**config.mk**
```make
export PLATFORM = sky130hd
export DESIGN_NAME = execute_stage
export DESIGN_NICKNAME = d
export VERILOG_FILES = /design/src/rtl/mips_pkg.sv /design/src/rtl/mul_iter.sv /design/src/rtl/execute_stage.sv
export SDC_FILE = /design/constraint.sdc
export NUM_CORES = 1
export LEC_CHECK = 0
export CORE_MARGIN = 3
export CORE_UTILIZATION = 40
export CTS_CLUSTER_SIZE = 20
export DETAILED_ROUTE_END_ITERATION = 10
export GPL_TIMING_DRIVEN = 0
export PLACE_DENSITY = 0.73
export SYNTH_ARGS = -nofsm -noshare
export SYNTH_HDL_FRONTEND = slang
export SYNTH_SLANG_ARGS = --single-unit
```
**constraint.sdc**
```tcl
create_clock -name CLK -period 12.05 [get_ports CLK]
set_clock_uncertainty 0.05 [all_clocks]
set_input_delay 1.8075 -clock CLK [delete_from_list [all_inputs] [get_ports CLK]]
set_output_delay 1.8075 -clock CLK [all_outputs]
set_load 0.02 [all_outputs]
```
**src/rtl/mips_pkg.sv**
```systemverilog
// Shared definitions for the MIPS execute stage: ALU op codes, forwarding
// select codes and the iterative multiplier state encoding.
// No ports; imported by execute_stage and mul_iter.
package mips_pkg;

  // ALU operation codes carried on ALUControlE
  localparam logic [2:0] ALU_AND = 3'b000;
  localparam logic [2:0] ALU_OR  = 3'b001;
  localparam logic [2:0] ALU_ADD = 3'b010;
  localparam logic [2:0] ALU_MUL = 3'b011;
  localparam logic [2:0] ALU_SUB = 3'b110;
  localparam logic [2:0] ALU_SLT = 3'b111;

  // Operand forwarding selects (2'b11 falls back to the register file)
  localparam logic [1:0] FWD_RF  = 2'b00;
  localparam logic [1:0] FWD_WB  = 2'b01;
  localparam logic [1:0] FWD_MEM = 2'b10;

  // Iterative multiplier FSM
  typedef enum logic [1:0] {
    MUL_IDLE = 2'b00,
    MUL_RUN  = 2'b01,
    MUL_DONE = 2'b10
  } mul_state_e;

endpackage

```
**src/rtl/mul_iter.sv**
```systemverilog
// Iterative shift-add multiplier, one partial-product step per clock, low DATA_W bits kept.
// Latency: 1 start cycle + DATA_W RUN cycles busy, then one DONE cycle with the product valid.
// Backpressure: none; o_busy asks the pipeline to hold, operands are latched at start.
// Ports: i_clk/i_rst (sync, active-high), i_start (op is MUL), i_a/i_b operands,
//        o_busy (combinational), o_done (DONE state), o_product (accumulator).
module mul_iter #(
  parameter int DATA_W = 32
) (
  input  logic              i_clk,
  input  logic              i_rst,
  input  logic              i_start,
  input  logic [DATA_W-1:0] i_a,
  input  logic [DATA_W-1:0] i_b,
  output logic              o_busy,
  output logic              o_done,
  output logic [DATA_W-1:0] o_product
);
  import mips_pkg::*;

  localparam int              CNT_W = $clog2(DATA_W);
  localparam logic [CNT_W-1:0] LAST = CNT_W'(DATA_W - 1);

  mul_state_e        r_state;
  mul_state_e        w_state_nxt;
  logic [DATA_W-1:0] r_mcand;
  logic [DATA_W-1:0] r_mplier;
  logic [DATA_W-1:0] r_acc;
  logic [CNT_W-1:0]  r_cnt;

  always_ff @(posedge i_clk) begin
    if (i_rst) r_state <= MUL_IDLE;
    else       r_state <= w_state_nxt;
  end

  always_comb begin
    w_state_nxt = r_state;
    case (r_state)
      MUL_IDLE: if (i_start) w_state_nxt = MUL_RUN;
      MUL_RUN:  if (r_cnt == LAST) w_state_nxt = MUL_DONE;
      MUL_DONE: w_state_nxt = MUL_IDLE;
      default:  w_state_nxt = MUL_IDLE;
    endcase
  end

  // Multiplicand shifts left, multiplier shifts right; bits above DATA_W are dropped.
  always_ff @(posedge i_clk) begin
    if (i_rst) begin
      r_mcand  <= '0;
      r_mplier <= '0;
      r_acc    <= '0;
      r_cnt    <= '0;
    end else begin
      case (r_state)
        MUL_IDLE: begin
          if (i_start) begin
            r_mcand  <= i_a;
            r_mplier <= i_b;
            r_acc    <= '0;
            r_cnt    <= '0;
          end
        end
        MUL_RUN: begin
          if (r_mplier[0]) r_acc <= r_acc + r_mcand;
          r_mcand  <= r_mcand << 1;
          r_mplier <= r_mplier >> 1;
          r_cnt    <= r_cnt + CNT_W'(1);
        end
        default: ;
      endcase
    end
  end

  // Busy already in the start cycle so the front end holds the MUL in E.
  assign o_busy    = !i_rst && ((r_state == MUL_RUN) || ((r_state == MUL_IDLE) && i_start));
  assign o_done    = (r_state == MUL_DONE);
  assign o_product = r_acc;

endmodule

```
**src/rtl/execute_stage.sv**
```systemverilog
// MIPS EX stage: operand forwarding, ALU, dest-reg select, EX/MEM pipeline register.
// Latency: 1 cycle for ALU ops; MUL (EXEC_MULT_EN) takes 34 cycles, result in M after the 34th edge.
// Backpressure: BusyE (combinational) stalls F/D/E while a MUL runs; M receives bubbles meanwhile.
// Build option: define EXEC_MULT_EN to include the iterative multiplier (op 011 = MUL);
//   otherwise op 011 yields 0 and BusyE is tied low.
// Ports: CLK, RST (sync, active-high); E-side controls/operands/forward selects/ResultW in;
//   WriteRegE, BusyE combinational out; *M outputs are the EX/MEM register.
module execute_stage #(
  parameter int DATA_W     = 32,
  parameter int REG_ADDR_W = 5
) (
  input  logic                  CLK,
  input  logic                  RST,
  input  logic                  RegWriteE,
  input  logic                  MemtoRegE,
  input  logic                  MemWriteE,
  input  logic [2:0]            ALUControlE,
  input  logic                  ALUSrcE,
  input  logic                  RegDstE,
  input  logic [DATA_W-1:0]     RD1_E,
  input  logic [DATA_W-1:0]     RD2_E,
  input  logic [DATA_W-1:0]     SignImmE,
  input  logic [REG_ADDR_W-1:0] RtE,
  input  logic [REG_ADDR_W-1:0] RdE,
  input  logic [1:0]            ForwardAE,
  input  logic [1:0]            ForwardBE,
  input  logic [DATA_W-1:0]     ResultW,
  output logic [REG_ADDR_W-1:0] WriteRegE,
  output logic                  BusyE,
  output logic                  RegWriteM,
  output logic                  MemtoRegM,
  output logic                  MemWriteM,
  output logic [DATA_W-1:0]     ALUOutM,
  output logic [DATA_W-1:0]     WriteDataM,
  output logic [REG_ADDR_W-1:0] WriteRegM
);
  import mips_pkg::*;

  logic [DATA_W-1:0] w_src_a;
  logic [DATA_W-1:0] w_write_data;
  logic [DATA_W-1:0] w_src_b;
  logic [DATA_W-1:0] w_alu_out;
  logic              w_busy;
  logic              w_mul_done;
  logic [DATA_W-1:0] w_mul_product;

  function automatic logic [DATA_W-1:0] fwd_sel(input logic [1:0]        sel,
                                                input logic [DATA_W-1:0] rf,
                                                input logic [DATA_W-1:0] wb,
                                                input logic [DATA_W-1:0] mem);
    case (sel)
      FWD_WB:  return wb;
      FWD_MEM: return mem;
      default: return rf;
    endcase
  endfunction

  // The MEM-stage forward source is this stage's own registered ALUOutM.
  assign w_src_a      = fwd_sel(ForwardAE, RD1_E, ResultW, ALUOutM);
  assign w_write_data = fwd_sel(ForwardBE, RD2_E, ResultW, ALUOutM);
  assign w_src_b      = ALUSrcE ? SignImmE : w_write_data;
  assign WriteRegE    = RegDstE ? RdE : RtE;

  always_comb begin
    w_alu_out = '0;
    case (ALUControlE)
      ALU_ADD: w_alu_out = w_src_a + w_src_b;
      ALU_SUB: w_alu_out = w_src_a - w_src_b;
      ALU_AND: w_alu_out = w_src_a & w_src_b;
      ALU_OR:  w_alu_out = w_src_a | w_src_b;
      ALU_SLT: w_alu_out = {{(DATA_W-1){1'b0}}, ($signed(w_src_a) < $signed(w_src_b))};
      default: w_alu_out = '0;
    endcase
  end

`ifdef EXEC_MULT_EN
  logic w_mul_start;
  assign w_mul_start = (ALUControlE == ALU_MUL);

  mul_iter #(.DATA_W(DATA_W)) u_mul_iter (
    .i_clk     (CLK),
    .i_rst     (RST),
    .i_start   (w_mul_start),
    .i_a       (w_src_a),
    .i_b       (w_src_b),
    .o_busy    (w_busy),
    .o_done    (w_mul_done),
    .o_product (w_mul_product)
  );
`else
  assign w_busy        = 1'b0;
  assign w_mul_done    = 1'b0;
  assign w_mul_product = '0;
`endif

  assign BusyE = w_busy;

  // EX/MEM register: no enable; a bubble is loaded while the multiplier is busy.
  always_ff @(posedge CLK) begin
    if (RST || w_busy) begin
      RegWriteM  <= 1'b0;
      MemtoRegM  <= 1'b0;
      MemWriteM  <= 1'b0;
      ALUOutM    <= '0;
      WriteDataM <= '0;
      WriteRegM  <= '0;
    end else begin
      RegWriteM  <= RegWriteE;
      MemtoRegM  <= MemtoRegE;
      MemWriteM  <= MemWriteE;
      ALUOutM    <= w_mul_done ? w_mul_product : w_alu_out;
      WriteDataM <= w_write_data;
      WriteRegM  <= WriteRegE;
    end
  end

endmodule

```
; ---- Word level (Yosys, flattened, before mapping)
; Index checks and enable logic that the tools add are counted.
[totals]
register_bits = 72
[classes]
n_reduce_logical = 1
muxes = 5
n_eq_ne = 8
order_cmp = 1
addsub = 2
bitwise = 2
[ops]
columns = op, n
row1 = 32-bit one-hot mux with 5 select lines, 1
row2 = 32-bit one-hot mux with 2 select lines, 2
row3 = 32-bit adder, 1
row4 = 32-bit AND, 1
row5 = 32-bit < comparator, 1
row6 = 32-bit two-way mux, 1
row7 = 32-bit OR, 1
row8 = 32-bit subtractor, 1
row9 = 3-bit == test (second input constant), 2
row10 = 5-bit two-way mux, 1
row11 = 2-bit by 1-bit == test with 1-bit output (second input constant), 2
row12 = 2-bit == test (second input constant), 2
row13 = 3-bit by 1-bit == test with 1-bit output (second input constant), 1
row14 = 3-bit by 2-bit == test with 1-bit output (second input constant), 1
row15 = 3-bit logical NOT, 1

; ---- Longest topological paths before layout
[depth]
ltp_word = 5
ltp_mapped = 19

; ---- Worst setup path before layout
; OpenSTA, ideal clock, no wires.
[synth_path]
kind = input to register
start = in ForwardBE[0]
end = reg ALUOutM[30]
arrival_ns = 5.298
setup_slack_ns = 6.569
setup_time_ns = 0.133
n_path_buf = 2
path_stages = 18
cell_sequence = inv_1 ha_1 clkbuf_1 buf_1 a21oi_1 o21ai_0 ha_1 inv_1 fa_1 nor2b_1 o21ai_1 a31oi_4 o2111ai_2 a21oi_2 a311oi_2 o41ai_2 nor4_1 a211oi_1
[synth_between]
elab_chain_len = 5
word_cells_on_any_way = 9
[synth_lines]
columns = element, line_no
row1 = "start, declared", execute_stage.sv:26  ; input logic [1:0] ForwardBE,
row2 = 2-bit == test / 2-bit by 1-bit == test with 1-bit output (equally long branches), execute_stage.sv:51  ; case (sel)
row3 = 32-bit one-hot mux with 2 select lines *, execute_stage.sv:51
row4 = 32-bit two-way mux *, execute_stage.sv:61  ; assign w_src_b = ALUSrcE ? SignImmE : w_write_data;
row5 = "32-bit subtractor, or another cell as far along", execute_stage.sv:68  ; ALU_SUB: w_alu_out = w_src_a - w_src_b;
row6 = 32-bit one-hot mux with 5 select lines *, execute_stage.sv:66  ; case (ALUControlE)
row7 = "end signal, assigned", execute_stage.sv:111  ; ALUOutM <= w_mul_done ? w_mul_product : w_alu_out;
row8 = "end, declared", execute_stage.sv:33  ; output logic [DATA_W-1:0] ALUOutM,
; Mark *: on every way between the ends. The rest lies on a longest branch, timed or not.
; A chain may end at the register's enable or synchronous reset.

; ---- Final worst setup path
[layout_path]
start = in ForwardBE[0]
end = reg ALUOutM[0]
[layout_between]
elab_chain_len = 5
word_cells_on_any_way = 10
[layout_lines]
columns = element, line_no
row1 = 2-bit == test / 2-bit by 1-bit == test with 1-bit output (equally long branches), execute_stage.sv:51
row2 = 32-bit one-hot mux with 2 select lines *, execute_stage.sv:51
row3 = 32-bit two-way mux *, execute_stage.sv:61
row4 = "32-bit subtractor, or another cell as far along", execute_stage.sv:68
row5 = 32-bit one-hot mux with 5 select lines *, execute_stage.sv:66
; Marks and branches as above.

==> results.py <==
metrics = {
    "timing": {
        "rsz0062_at_grt": "no",
        "worst_slew_pin_slew_ps": 1080,
        "fin_tns_setup_ps": 0,
        "drv_slew": 0,
        "fin_crit_ps": 7350,
        "final-setup-viol-count": 0,
        "max_freq_mhz": 136,
        "period_share_pct": 61.0,
        "slew_headroom_pct": 27.8,
        "hold_viol_final": 0,
    },
    "logic_synthesis": {
        "ys_ff_latch": 72,
        "synth_compound_area_share_pct": 33.2,
        "synth_nets": 1436,
        "synth-async-reset-ratio_pct": 0,
        "yosysTopAreaCellShare_pct": 17.7,
        "synthTopCellsByArea": "dfxtp_1, ha_1, nor2_1",
        "synthAdderAreaFrac_pct": 17.4,
        "yosys.area.top_type": "dfxtp_1",
        "synth_edf_count": 0,
        "yosysSeqAreaShare_pct": 17.7,
        "synth_top_family_by_area": "compound AO/OA/AOI/OAI gates",
        "synth_flop_cell": "dfxtp_1",
        "syn_area_um2": 8130,
        "synth_mux_area_share_pct": 1.19,
        "synthSimpleGateAreaFrac_pct": 19.1,
        "synth_xor_area_share_pct": 2.80,
        "yosysUniqueCellTypes": 75,
        "synth_warnings": 0,
        "synth_cells": 1172,
        "syn_area_per_cell_um2": 6.93,
    },
    "clock_tree": {
        "cts_made_buffers": 9,
        "cts-root-buf": "clkbuf_16",
        "htree_levels": 3,
        "clock_sinks": 72,
        "cts_tree": "yes",
        "clock_path_buffers": 2,
        "post-cts-setup-buffers": 0,
        "cts.repair.resized": 0,
        "clock_latency_ps": 370,
        "hold_buffers": 0,
        "path_clk_slew_ps": 70,
    },
    "cells_and_area": {
        "stdcell_area_um2": 11000,
        "n_antenna_cell": 0,
        "fin_nets": 1673,
        "drive_gt1_share_pct": 3.54,
        "area_growth_pct": 35.3,
    },
    "critical_path": {
        "cp.arrival_ps": 7570,
        "required_ps": 12270,
        "startpoint_type": "primary input",
        "cp-startpoint": "ForwardBE[0]",
        "path_cells": "clkdlybuf4s50_1 > inv_1 > ha_1 > clkbuf_1 > buf_1 > a21oi_1 > o21ai_0 > ha_1 > inv_1 > fa_1 > nor2b_1 > o21ai_1 > a31oi_4 > o2111ai_2 > a21oi_2 > a311oi_2 > o211a_1 > o211ai_1 > a21oi_1",
        "crit_slowest_cell": "buf_1",
        "cp_max_fo": 10,
        "critPathKind": "in -> reg",
        "end_kind": "register",
        "reg2regPathDepth": 15,
        "r2r_slack_ps": 7630,
        "max_stage_delay_ps": 750,
        "r2r_start": "ALUOutM[0]$_SDFF_PP0_",
    },
    "route": {
        "num_vias": 9885,
        "postRouteAntennaNets": 0,
        "routed_via_density": 5.89,
        "wl_per_cell_um": 22.8,
        "first_pass_iters": 6,
        "drc_errors": 0,
        "drtIter0Drc": 852,
        "wl_um": 38200,
    },
    "hold_path": {
        "hold_depth": 4,
        "min-delay-start": "ALUOutM[17]$_SDFF_PP0_",
        "worst_hold_path_type": "reg -> reg",
    },
    "power": {
        "powerDensity_nw_per_um2": 104,
        "power.leakage_uw": 0.00453,
        "ir_drop_mv": 0.0713,
    },
    "run": {
        "max_cap_viol_count": 0,
    },
    "global_route": {
        "grt_pass1_vias": 9418,
        "track_usage_pct": 33.6,
        "overflow": 0,
        "grt_max_degree": 14,
        "antenna_found_initial": 1,
        "grt_pass1_wl_um": 56500,
    },
    "floorplan": {
        "rows": 51,
        "die_y_um": 149,
        "start_util_pct": 41.2,
        "die_w_um": 149,
        "fp.dieArea_um2": 22100,
        "coreArea_um2": 19700,
        "ios": 230,
    },
    "place": {
        "gp_congestion": 1.03,
        "port_buffers": 226,
        "dp_hpwl_um": 29600,
        "dpl_cell_area_um2": 10700,
    },
    "status": {
        "status": "completed",
    },
}
[routing by layer]
metal	global-route usage (%)	wire length [um]
met5	0	0
met4	15.8	1850
met3	5.91	3070
met2	52.3	17200
met1	45.1	16100
[report_power, final]
part,switching (uW),internal (uW)
clock,132,141
combinational,368,235
sequential,10.1,255
total,510,631
[cells by family after synthesis]
logic type | count (synthesis)
compound gates | 421
xor+xnor | 26
fa+ha+maj | 112
buf+inv | 177
flops | 72
mux | 9
other cells | 1
simple gates | 354
[through the flow]
stage	instances	hold WS [ps]	worst slack, ps	total power (uW)	util (%)
global placement	1663	609	4560	856	54.4
detailed placement	1663	619	4520	859	54.4
finish	1679	643	4700	1140	55.8
global route	1679	689	4490	1200	55.8
CTS	1679	634	4870	1130	55.8
floorplan	1172	728	6570	641	-
[cell type report]
| type | count | area, um^2 |
|---|---|---|
| buffer | 79 | 322 |
| clock buffer | 10 | 229 |
| clock inverter | 6 | 42.5 |
| fill | 1911 | 8720 |
| inverter | 98 | 368 |
| multi-input combinational | 923 | 6000 |
| sequential | 72 | 1440 |
| tap | 265 | 332 |
| timing repair buffer | 226 | 2260 |
[synth_stat cells, drive strengths merged (9+ instances only)]
cell type	count
nor2	170
a21oi	121
xnor2	21
a21o	12
o21a	11
buf	24
nor3	16
o22ai	11
o211ai	11
a31oi	13
inv	98
o21ai	105
nand4	10
a22oi	66
dfxtp	72
o31ai	9
nor2b	16
a221oi	19
nand3	11
ha	110
nand2	97
clkbuf	55
[worst paths after layout]
path / to
worst max-delay path: ALUOutM[0]$_SDFF_PP0_
worst min-delay path: WriteDataM[17]$_SDFF_PP0_
worst max register to register: ALUOutM[28]$_SDFF_PP0_
worst min register to register: WriteDataM[17]$_SDFF_PP0_
[state kept, by name, indices dropped and copies added, names as in the netlist]
name        cells
WriteDataM     32
WriteRegM       5
ALUOutM        32
MemWriteM       1
RegWriteM       1
MemtoRegM       1
[critical path, delay by kind of cell]
kind | cells | cell delay [ps]
buf+inv | 5 | 1710
compound gates | 10 | 2930
fa+ha+maj | 3 | 950
simple gates | 1 | 160
[cells in the final DEF, fill, tap and decap left out, types with 5 or more instances in the layout]
cell type,count
a211o_1,5
a211oi_1,7
a21o_1,12
a21oi_1,120
a221oi_1,18
a22oi_1,66
a31oi_1,12
and3_1,6
buf_1,13
buf_2,8
clkbuf_1,56
clkbuf_16,9
clkdlybuf4s50_1,226
dfxtp_1,72
ha_1,110
inv_1,96
mux2_2,5
nand2_1,97
nand2b_1,6
nand3_1,10
nand4_1,10
nor2_1,170
nor2b_1,16
nor3_1,16
o211ai_1,11
o21a_1,11
o21ai_0,97
o21ai_1,8
o21bai_1,7
o22ai_1,11
o31ai_1,8
xnor2_1,21
xor2_1,5
Note: power is estimated with default switching activity, not from simulation.
